**config.mk**
```make
export PLATFORM = sky130hd
export DESIGN_NAME = tm_host_driver
export DESIGN_NICKNAME = d
export VERILOG_FILES = /design/src/rtl/tm_host_driver.sv
export SDC_FILE = /design/constraint.sdc
export NUM_CORES = 1
export LEC_CHECK = 0
export BUFFER_PORTS_ARGS = -buffer_cell sky130_fd_sc_hd__buf_2
export CELL_PAD_IN_SITES_DETAIL_PLACEMENT = 1
export CELL_PAD_IN_SITES_GLOBAL_PLACEMENT = 1
export CORE_MARGIN = 2
export CORE_UTILIZATION = 51
export CTS_CLUSTER_DIAMETER = 200
export CTS_CLUSTER_SIZE = 12
export DETAILED_ROUTE_END_ITERATION = 10
export PLACE_DENSITY_LB_ADDON = 0.1
export SYNTH_ARGS = -nofsm -noshare
export SYNTH_HDL_FRONTEND = slang
export SYNTH_SLANG_ARGS = --single-unit
```
**constraint.sdc**
```tcl
create_clock -name clock -period 4.68 [get_ports clock]
set_clock_uncertainty 0.15 [all_clocks]
set_input_delay 0.234 -clock clock [delete_from_list [all_inputs] [get_ports clock]]
set_output_delay 0.234 -clock clock [all_outputs]
set_load 0.05 [all_outputs]
```
**src/rtl/tm_host_driver.sv**
```systemverilog
// tm_host_driver: buffers host words and strobes them into the TM chip.
// Sends Next/Done handshakes and captures the display word on Compute_done.
module tm_host_driver #(
  parameter int HOLD_CYCLES = 4,
  parameter int FIFO_DEPTH  = 8
) (
  input  logic        clock,
  input  logic        reset,
  input  logic [5:0]  in_data,
  input  logic        in_last,
  input  logic        in_valid,
  output logic        in_ready,
  output logic [5:0]  tm_data,
  output logic        tm_next,
  output logic        tm_done,
  input  logic        tm_compute_done,
  input  logic [10:0] tm_display,
  output logic [10:0] result,
  output logic        result_valid,
  output logic        busy
);

  localparam int AW = $clog2(FIFO_DEPTH);
  localparam int CW = AW + 1;
  localparam logic [7:0] HOLD_M1 = 8'(HOLD_CYCLES - 1);

  typedef enum logic [2:0] {
    IDLE,
    SETUP,
    PULSE,
    GAP,
    DONE_STROBE,
    WAIT_RESULT
  } state_t;

  state_t state, state_n;

  logic [6:0]    mem [FIFO_DEPTH];
  logic [AW-1:0] wr_ptr;
  logic [AW-1:0] rd_ptr;
  logic [CW-1:0] count;
  logic          full;
  logic          push;
  logic          pop;
  logic [6:0]    head;

  logic [7:0]    cnt, cnt_n;
  logic          phase_end;
  logic          last_q;
  logic          cap;

  logic          s1, s2, s3;
  logic          cd_rise;

  assign full     = (count == CW'(FIFO_DEPTH));
  assign in_ready = ~full;
  assign push     = in_valid & ~full;
  assign head     = mem[rd_ptr];
  assign cd_rise  = s2 & ~s3;
  assign busy     = (state != IDLE) | (count != '0);

  // Word storage; contents need no reset, occupancy tracks validity.
  always_ff @(posedge clock) begin
    if (push) mem[wr_ptr] <= {in_last, in_data};
  end

  // Pointers wrap naturally; occupancy separates full from empty.
  always_ff @(posedge clock) begin
    if (reset) begin
      wr_ptr <= '0;
      rd_ptr <= '0;
      count  <= '0;
    end else begin
      if (push) wr_ptr <= wr_ptr + AW'(1);
      if (pop)  rd_ptr <= rd_ptr + AW'(1);
      unique case (1'b1)
        push & ~pop: count <= count + CW'(1);
        pop & ~push: count <= count - CW'(1);
        default:     count <= count;
      endcase
    end
  end

  // Compute_done crosses in through two flops, third flop finds the rise.
  always_ff @(posedge clock) begin
    if (reset) begin
      s1 <= 1'b0;
      s2 <= 1'b0;
      s3 <= 1'b0;
    end else begin
      s1 <= tm_compute_done;
      s2 <= s1;
      s3 <= s2;
    end
  end

  // Phase sequencing; counter reloads whenever the state changes.
  always_comb begin
    state_n   = state;
    cnt_n     = cnt;
    pop       = 1'b0;
    cap       = 1'b0;
    phase_end = (cnt == 8'd0);
    unique case (state)
      IDLE: begin
        if (count != '0) begin
          pop     = 1'b1;
          state_n = SETUP;
        end
      end
      SETUP: begin
        if (phase_end) state_n = PULSE;
      end
      PULSE: begin
        if (phase_end) state_n = GAP;
      end
      GAP: begin
        if (phase_end) state_n = last_q ? DONE_STROBE : IDLE;
      end
      DONE_STROBE: begin
        if (phase_end) state_n = WAIT_RESULT;
      end
      WAIT_RESULT: begin
        if (cd_rise) begin
          cap     = 1'b1;
          state_n = IDLE;
        end
      end
      default: state_n = IDLE;
    endcase
    if (state_n != state) cnt_n = HOLD_M1;
    else if (!phase_end) cnt_n = cnt - 8'd1;
  end

  // State, held data and registered strobes toward the chip.
  always_ff @(posedge clock) begin
    if (reset) begin
      state        <= IDLE;
      cnt          <= 8'd0;
      last_q       <= 1'b0;
      tm_data      <= 6'd0;
      tm_next      <= 1'b0;
      tm_done      <= 1'b0;
      result       <= 11'd0;
      result_valid <= 1'b0;
    end else begin
      state        <= state_n;
      cnt          <= cnt_n;
      tm_next      <= (state_n == PULSE);
      tm_done      <= (state_n == DONE_STROBE);
      result_valid <= cap;
      if (pop) begin
        tm_data <= head[5:0];
        last_q  <= head[6];
      end
      if (cap) result <= tm_display;
    end
  end

endmodule

```
==> impl_metrics.yaml, run 1 <==
clock_tree:
  cts_sinks: 101
  cts-buffers-inserted: 9
  cts_tree: "built"
  htree_levels: 3
  clk_path_buf_depth: 2
  clk_pin_slew_ns: 0.11
  cts-root-buf: "clkbuf_8"
  clock_latency_ns: 0.36
  post-cts-setup-buffers: 0
die:
  core-area_um2: 7730
  die_area_um2: 8680
  dieWidth_um: 93.2
  die_h_um: 93.2
  placementRows: 32
  pin_count: 44
  initial_core_util_pct: 52.5
drt:
  initialDrtViolationCount: 93
  first_pass_iters: 4
  postRouteAntennaNets: 0
  wirelength_mm: 8.16
  drt-wirelength-per-cell_um: 17.4
  num_vias: 2572
  drc: 0
  vias_per_cell: 5.50
global_route:
  overflow: 0
  grt_usage_pct: 20.6
  grt_pass1_wl_mm: 13.5
  antenna_found_initial: 0
  grt_pass1_vias: 2604
  grt_max_degree: 43
power:
  peakVddDrop_uv: 241
  p_leak_nw: 1.73
  powerDensity_nw_per_um2: 544
sta:
  tightest_slew_ns: 1.07
  period_share_pct: 67.6
  setup_slack_ns: 1.52
  rsz0062_at_grt: "no"
  maxSlewViolCount: 0
  max_freq_mhz: 316
  hold_viol: 0
  fin_setup_tns_ns: 0
  setup_viol: 0
  hold_slack_ns: 0.0215
  min_period_ns: 3.16
  maxSlewHeadroom_pct: 28.3
yosys:
  synth_top_area_share_pct: 41.5
  syn_inst: 300
  synth_area_leaders: "edfxtp_1 (41%), dfxtp_1 (22%), mux4_2 (7.8%)"
  synth_fp_nets: 329
  async_reset_ff_share_pct: 0
  postSynthAreaPerCell_um2: 13.5
  synth_edf_count: 56
  synth_largest_area_cell: "edfxtp_1"
  yosysMostFrequentCell: "edfxtp_1"
  yosysSeqAreaShare_pct: 63.7
  ys.flop_type: "edfxtp_1"
  syn_area_um2: 4050
  ys_types: 46
  ys_ff_latch: 101
  ys_warn_count: 0
  synth_common_cells: "edfxtp_1 (56), dfxtp_1 (45), nor2_1 (37), mux4_2 (14), nor3_1 (14)"
layout:
  fill_cells: 784
  final_core_util_pct: 61.5
  drive_above_1_share_pct: 23.8
  area_delta_synth_final_pct: 17.2
  final_cells: 468
  diodes: 0
  finalNetCount: 390
placed_design:
  gp_congestion: 0.718
  numPortBuffers: 43
  placedCellCount: 433
  hpwl_mm: 5.18
  dp_slack_ns: 1.56
critical_path:
  arrival_ns: 3.31
  worst_path_dominant_cell_family: "simple AND/OR/NAND/NOR gates"
  crit_top_cell: "a21oi_1"
  cp-end-kind: "register"
  cp_num_buf_inv: 0
  critPathSlowestCell: "or4_1"
  path_cells: "or4_1 -> and2_1 -> ha_1 -> ha_1 -> a21oi_1 -> a21oi_1 -> or4_1 -> a21oi_1"
  cpPeakStageDelay_ns: 0.64
  crit_required_ns: 4.83
  startpoint_type: "register"
  reg2reg_slack_ns: 1.52
  cp_max_fo: 12
  crit_type: "reg2reg"
run:
  max_cap_violations: 0
outcome:
  outcome: "completed"
hold_path:
  min_path_type: "in2reg"
[area by class of cell]
class	instances	area, µm²	area share [%]
Tap cell	102	128	2.69
Sequential cell	101	2580	54.3
Clock buffer	9	124	2.61
Clock inverter	7	73.8	1.55
Timing Repair Buffer	67	443	9.32
Inverter	7	26.3	0.553
Multi-Input combinational cell	175	1380	28.9
[final timing paths]
path / start / to / cells past startpoint
worst max-delay path: count[0] / count[3] / 8
worst max register to register: count[0] / count[3] / 8
worst min-delay path: in_valid / wr_ptr[1] / 3
worst min register to register: s1 / s2 / 1
[power by group]
part | leakage [nW] | switching, mW | total (mW) | internal, mW
Combinational | 0.749 | 0.518 | 0.884 | 0.366
Clock | 0.101 | 0.325 | 0.537 | 0.212
Sequential | 0.876 | 0.123 | 1.16 | 1.04
Total | 1.73 | 0.965 | 2.58 | 1.62
[through the flow]
stage	area [µm²]	total power, mW
CTS	4750	2.62
global route	4750	2.75
floorplan	4050	1.85
finish	4750	2.58
global placement	4360	2.03
detailed placement	4360	2.06
[layout by cell type, fill, tap and decap left out, drive strengths merged, types with 2 or more instances in the layout]
cell type and n:
a211oi 4, a21oi 9, and2 2, buf 48, clkbuf 9, clkinv 2, dfxtp 45, dlygate4sd3 19
edfxtp 56, ha 6, inv 12, mux2i 13, mux4 14, nand2 7, nand2b 4, nand3 11
nand4 2, nor2 37, nor2b 8, nor3 14, nor3b 3, nor4 2, o21ai 3, o22ai 8
or4 2, or4b 2, xnor2 5, xor2 6
[cell families (layout without fill, tap and decap cells)]
logic type	after synthesis	after routing	share of synthesized area [%]
flops	101	101	63.7
simple gates	101	101	13.5
compound gates	28	28	4.38
mux	28	28	11.3
buf+inv	24	90	2.38
xor+xnor	11	11	2.38
fa+ha+maj	7	7	2.35
[repair_timing]
| item | CTS | global route |
|---|---|---|
| setup endpoints to repair | 0 | 0 |
| hold buffers | 19 | 0 |
| resized for setup | 0 | 0 |
| endpoints found under the hold margin | 68 | 0 |
[state kept, by name, indices dropped and copies added (netlist names)]
name and count:
mem 56, result 11, cnt 8, tm_data 6, count 4, rd_ptr 3, state 3, wr_ptr 3
last_q 1, result_valid 1, s1 1, s2 1, s3 1, tm_done 1, tm_next 1
[routing by layer]
layer,wire [µm],vias to the layer above,GRT usage (%)
met5,0,-,0
met4,175,0,8.95
met3,232,15,3.38
met2,4160,46,35.6
met1,3590,1287,25.7
li1,-,1224,-
[worst reg2reg max path, cell delays in order, from the launching register on]
cell and delay (ns):
dfxtp_1 0.37, or4_1 0.64, and2_1 0.35, ha_1 0.30, ha_1 0.35, a21oi_1 0.22, a21oi_1 0.11, or4_1 0.47
a21oi_1 0.14
No activity file was read; power rests on OpenSTA's default activity.
==> run 2, diff against run 1 <==
--- a/config.mk
+++ b/config.mk
@@ -9,7 +9,7 @@
 export CELL_PAD_IN_SITES_DETAIL_PLACEMENT = 1
 export CELL_PAD_IN_SITES_GLOBAL_PLACEMENT = 1
 export CORE_MARGIN = 2
-export CORE_UTILIZATION = 51
+export CORE_UTILIZATION = 43
 export CTS_CLUSTER_DIAMETER = 200
 export CTS_CLUSTER_SIZE = 12
 export DETAILED_ROUTE_END_ITERATION = 10
==> constraint.sdc (replaced) <==
create_clock -name clock -period 2.9 [get_ports clock]
set_clock_uncertainty 0.15 [all_clocks]
set_input_delay 0.145 -clock clock [delete_from_list [all_inputs] [get_ports clock]]
set_output_delay 0.145 -clock clock [all_outputs]
set_load 0.05 [all_outputs]
==> impl_metrics.yaml, run 2 (synthesis gave the netlist of run 1 again) <==
layout:
  final_cell_mix: "edfxtp_1 (56), dfxtp_1 (45), buf_2 (43)"
  diodes: 0
  finalInstanceArea_um2: 4850
  largestRegisters: "mem (56), result (11), cnt (8)"
  finalNetCount: 401
  final_cells: 488
  final_common_cell: "edfxtp_1"
  top_register: "mem"
  multi_input_area_um2: 1400
  seq_area_um2: 2580
  drive_above_1_share_pct: 26.0
  largest_reg_flops: 56
  fill_cells: 944
  area_delta_synth_final_pct: 19.7
critical_path:
  crit_top_cell: "or4_1"
  startpoint_type: "register"
  cp_num_buf_inv: 0
  crit_type: "reg2reg"
  path_cells: "or4_1 -> and2_1 -> ha_1 -> ha_4 -> nand3_1 -> and3_1 -> or4_1 -> a21oi_1"
  cp_max_fo: 5
  cpPeakStageDelay_ns: 0.54
  crit_required_ns: 3.05
  worst_path_dominant_cell_family: "simple AND/OR/NAND/NOR gates"
  cp-end-kind: "register"
  critPathSlowestCell: "or4_1"
  arrival_ns: 2.86
clock_tree:
  htree_levels: 3
  cts_sinks: 101
  clk_pin_slew_ns: 0.10
  post-cts-setup-buffers: 0
  cts-root-buf: "clkbuf_8"
  clock_latency_ns: 0.36
  cts_tree: "built"
  clk_path_buf_depth: 2
  cts-buffers-inserted: 9
sta:
  maxSlewHeadroom_pct: 49.0
  rsz0062_at_grt: "no"
  hold_viol: 0
  setup_viol: 0
  maxSlewViolCount: 0
  max_freq_mhz: 369
  fin_setup_tns_ns: 0
  period_share_pct: 93.4
  tightest_slew_ns: 0.763
  min_period_ns: 2.71
placed_design:
  placedCellCount: 452
  numPortBuffers: 43
  dpl_cell_area_um2: 4450
  gp_congestion: 0.739
  hpwl_mm: 5.55
die:
  initial_core_util_pct: 44.1
  die_h_um: 101
  die_area_um2: 10200
  core-area_um2: 9200
  pin_count: 44
  dieWidth_um: 101
  placementRows: 35
global_route:
  grt_pass1_wl_mm: 13.7
  antenna_found_initial: 0
  grt_usage_pct: 17.8
  overflow: 0
  grt_pass1_vias: 2760
  grt_max_degree: 24
power:
  peakVddDrop_uv: 324
  powerDensity_nw_per_um2: 874
  p_leak_nw: 1.78
drt:
  postRouteAntennaNets: 0
  drt-wirelength-per-cell_um: 17.1
  num_vias: 2579
  drc: 0
  first_pass_iters: 4
  vias_per_cell: 5.28
  wirelength_mm: 8.37
  initialDrtViolationCount: 43
run:
  max_cap_violations: 0
outcome:
  outcome: "completed"
hold_path:
  min_path_type: "in2reg"
run 2: changes by cell type in the layout (fill, tap and decap cells not counted), sizes merged:
| cell | delta |
|---|---|
| inv | -1 |
| buf | +10 |
| clkbuf | +1 |
| dlygate4sd3 | +1 |
run 2: metrics by stage:
step                      total power [mW]  setup WS, ns  hold WS, ns  utilization (%)
after floorplan                       2.99        0.0188       0.0939                -
after global placement                3.34         0.158        0.230             48.4
after detailed placement              3.41      0.000915        0.229             48.4
after CTS                             4.27        0.0871       0.0221             52.6
after global routing                  4.52        0.0416       0.0488             52.8
final                                 4.24         0.193       0.0320             52.8
run 2: power breakdown:
part           switching (mW)  internal (mW)
Combinational           0.899          0.665
Clock                   0.509          0.331
Sequential              0.157           1.68
run 2: final timing paths:
kind,endpoint,slack (ns),startpoint,depth (start not counted)
worst max-delay path,count[3],0.19,count[0],8
worst min register to register,s2,0.32,s1,1
worst max register to register,count[3],0.19,count[0],8
worst min-delay path,rd_ptr[1],0.03,reset,2
run 2: metal layers:
metal  wire length [µm]  track usage (%)
met1               3550             21.2
met2               4340             32.0
met3                338             3.95
met4                140             5.72
met5                  0                0
run 2: repair_timing:
action | CTS | global route
resized for setup | 1 | 2
hold buffers | 20 | 0
setup endpoints to repair | 1 | 1
endpoints found under the hold margin | 69 | 0
run 2: worst register-to-register path, stage by stage (launching register included):
cell	delay (ns)
dfxtp_1	0.37
or4_1	0.54
and2_1	0.19
ha_1	0.24
ha_4	0.31
nand3_1	0.10
and3_1	0.19
or4_1	0.41
a21oi_1	0.15
run 2: area by class of cell:
class                   count  share of cell area (%)
clock inverters             6                    1.11
repair buffers             78                    10.9
multi-input cells         175                    28.8
clock buffers              10                    2.63
well taps                 111                    2.86
inverters                   7                   0.542
flip-flops and latches    101                    53.2
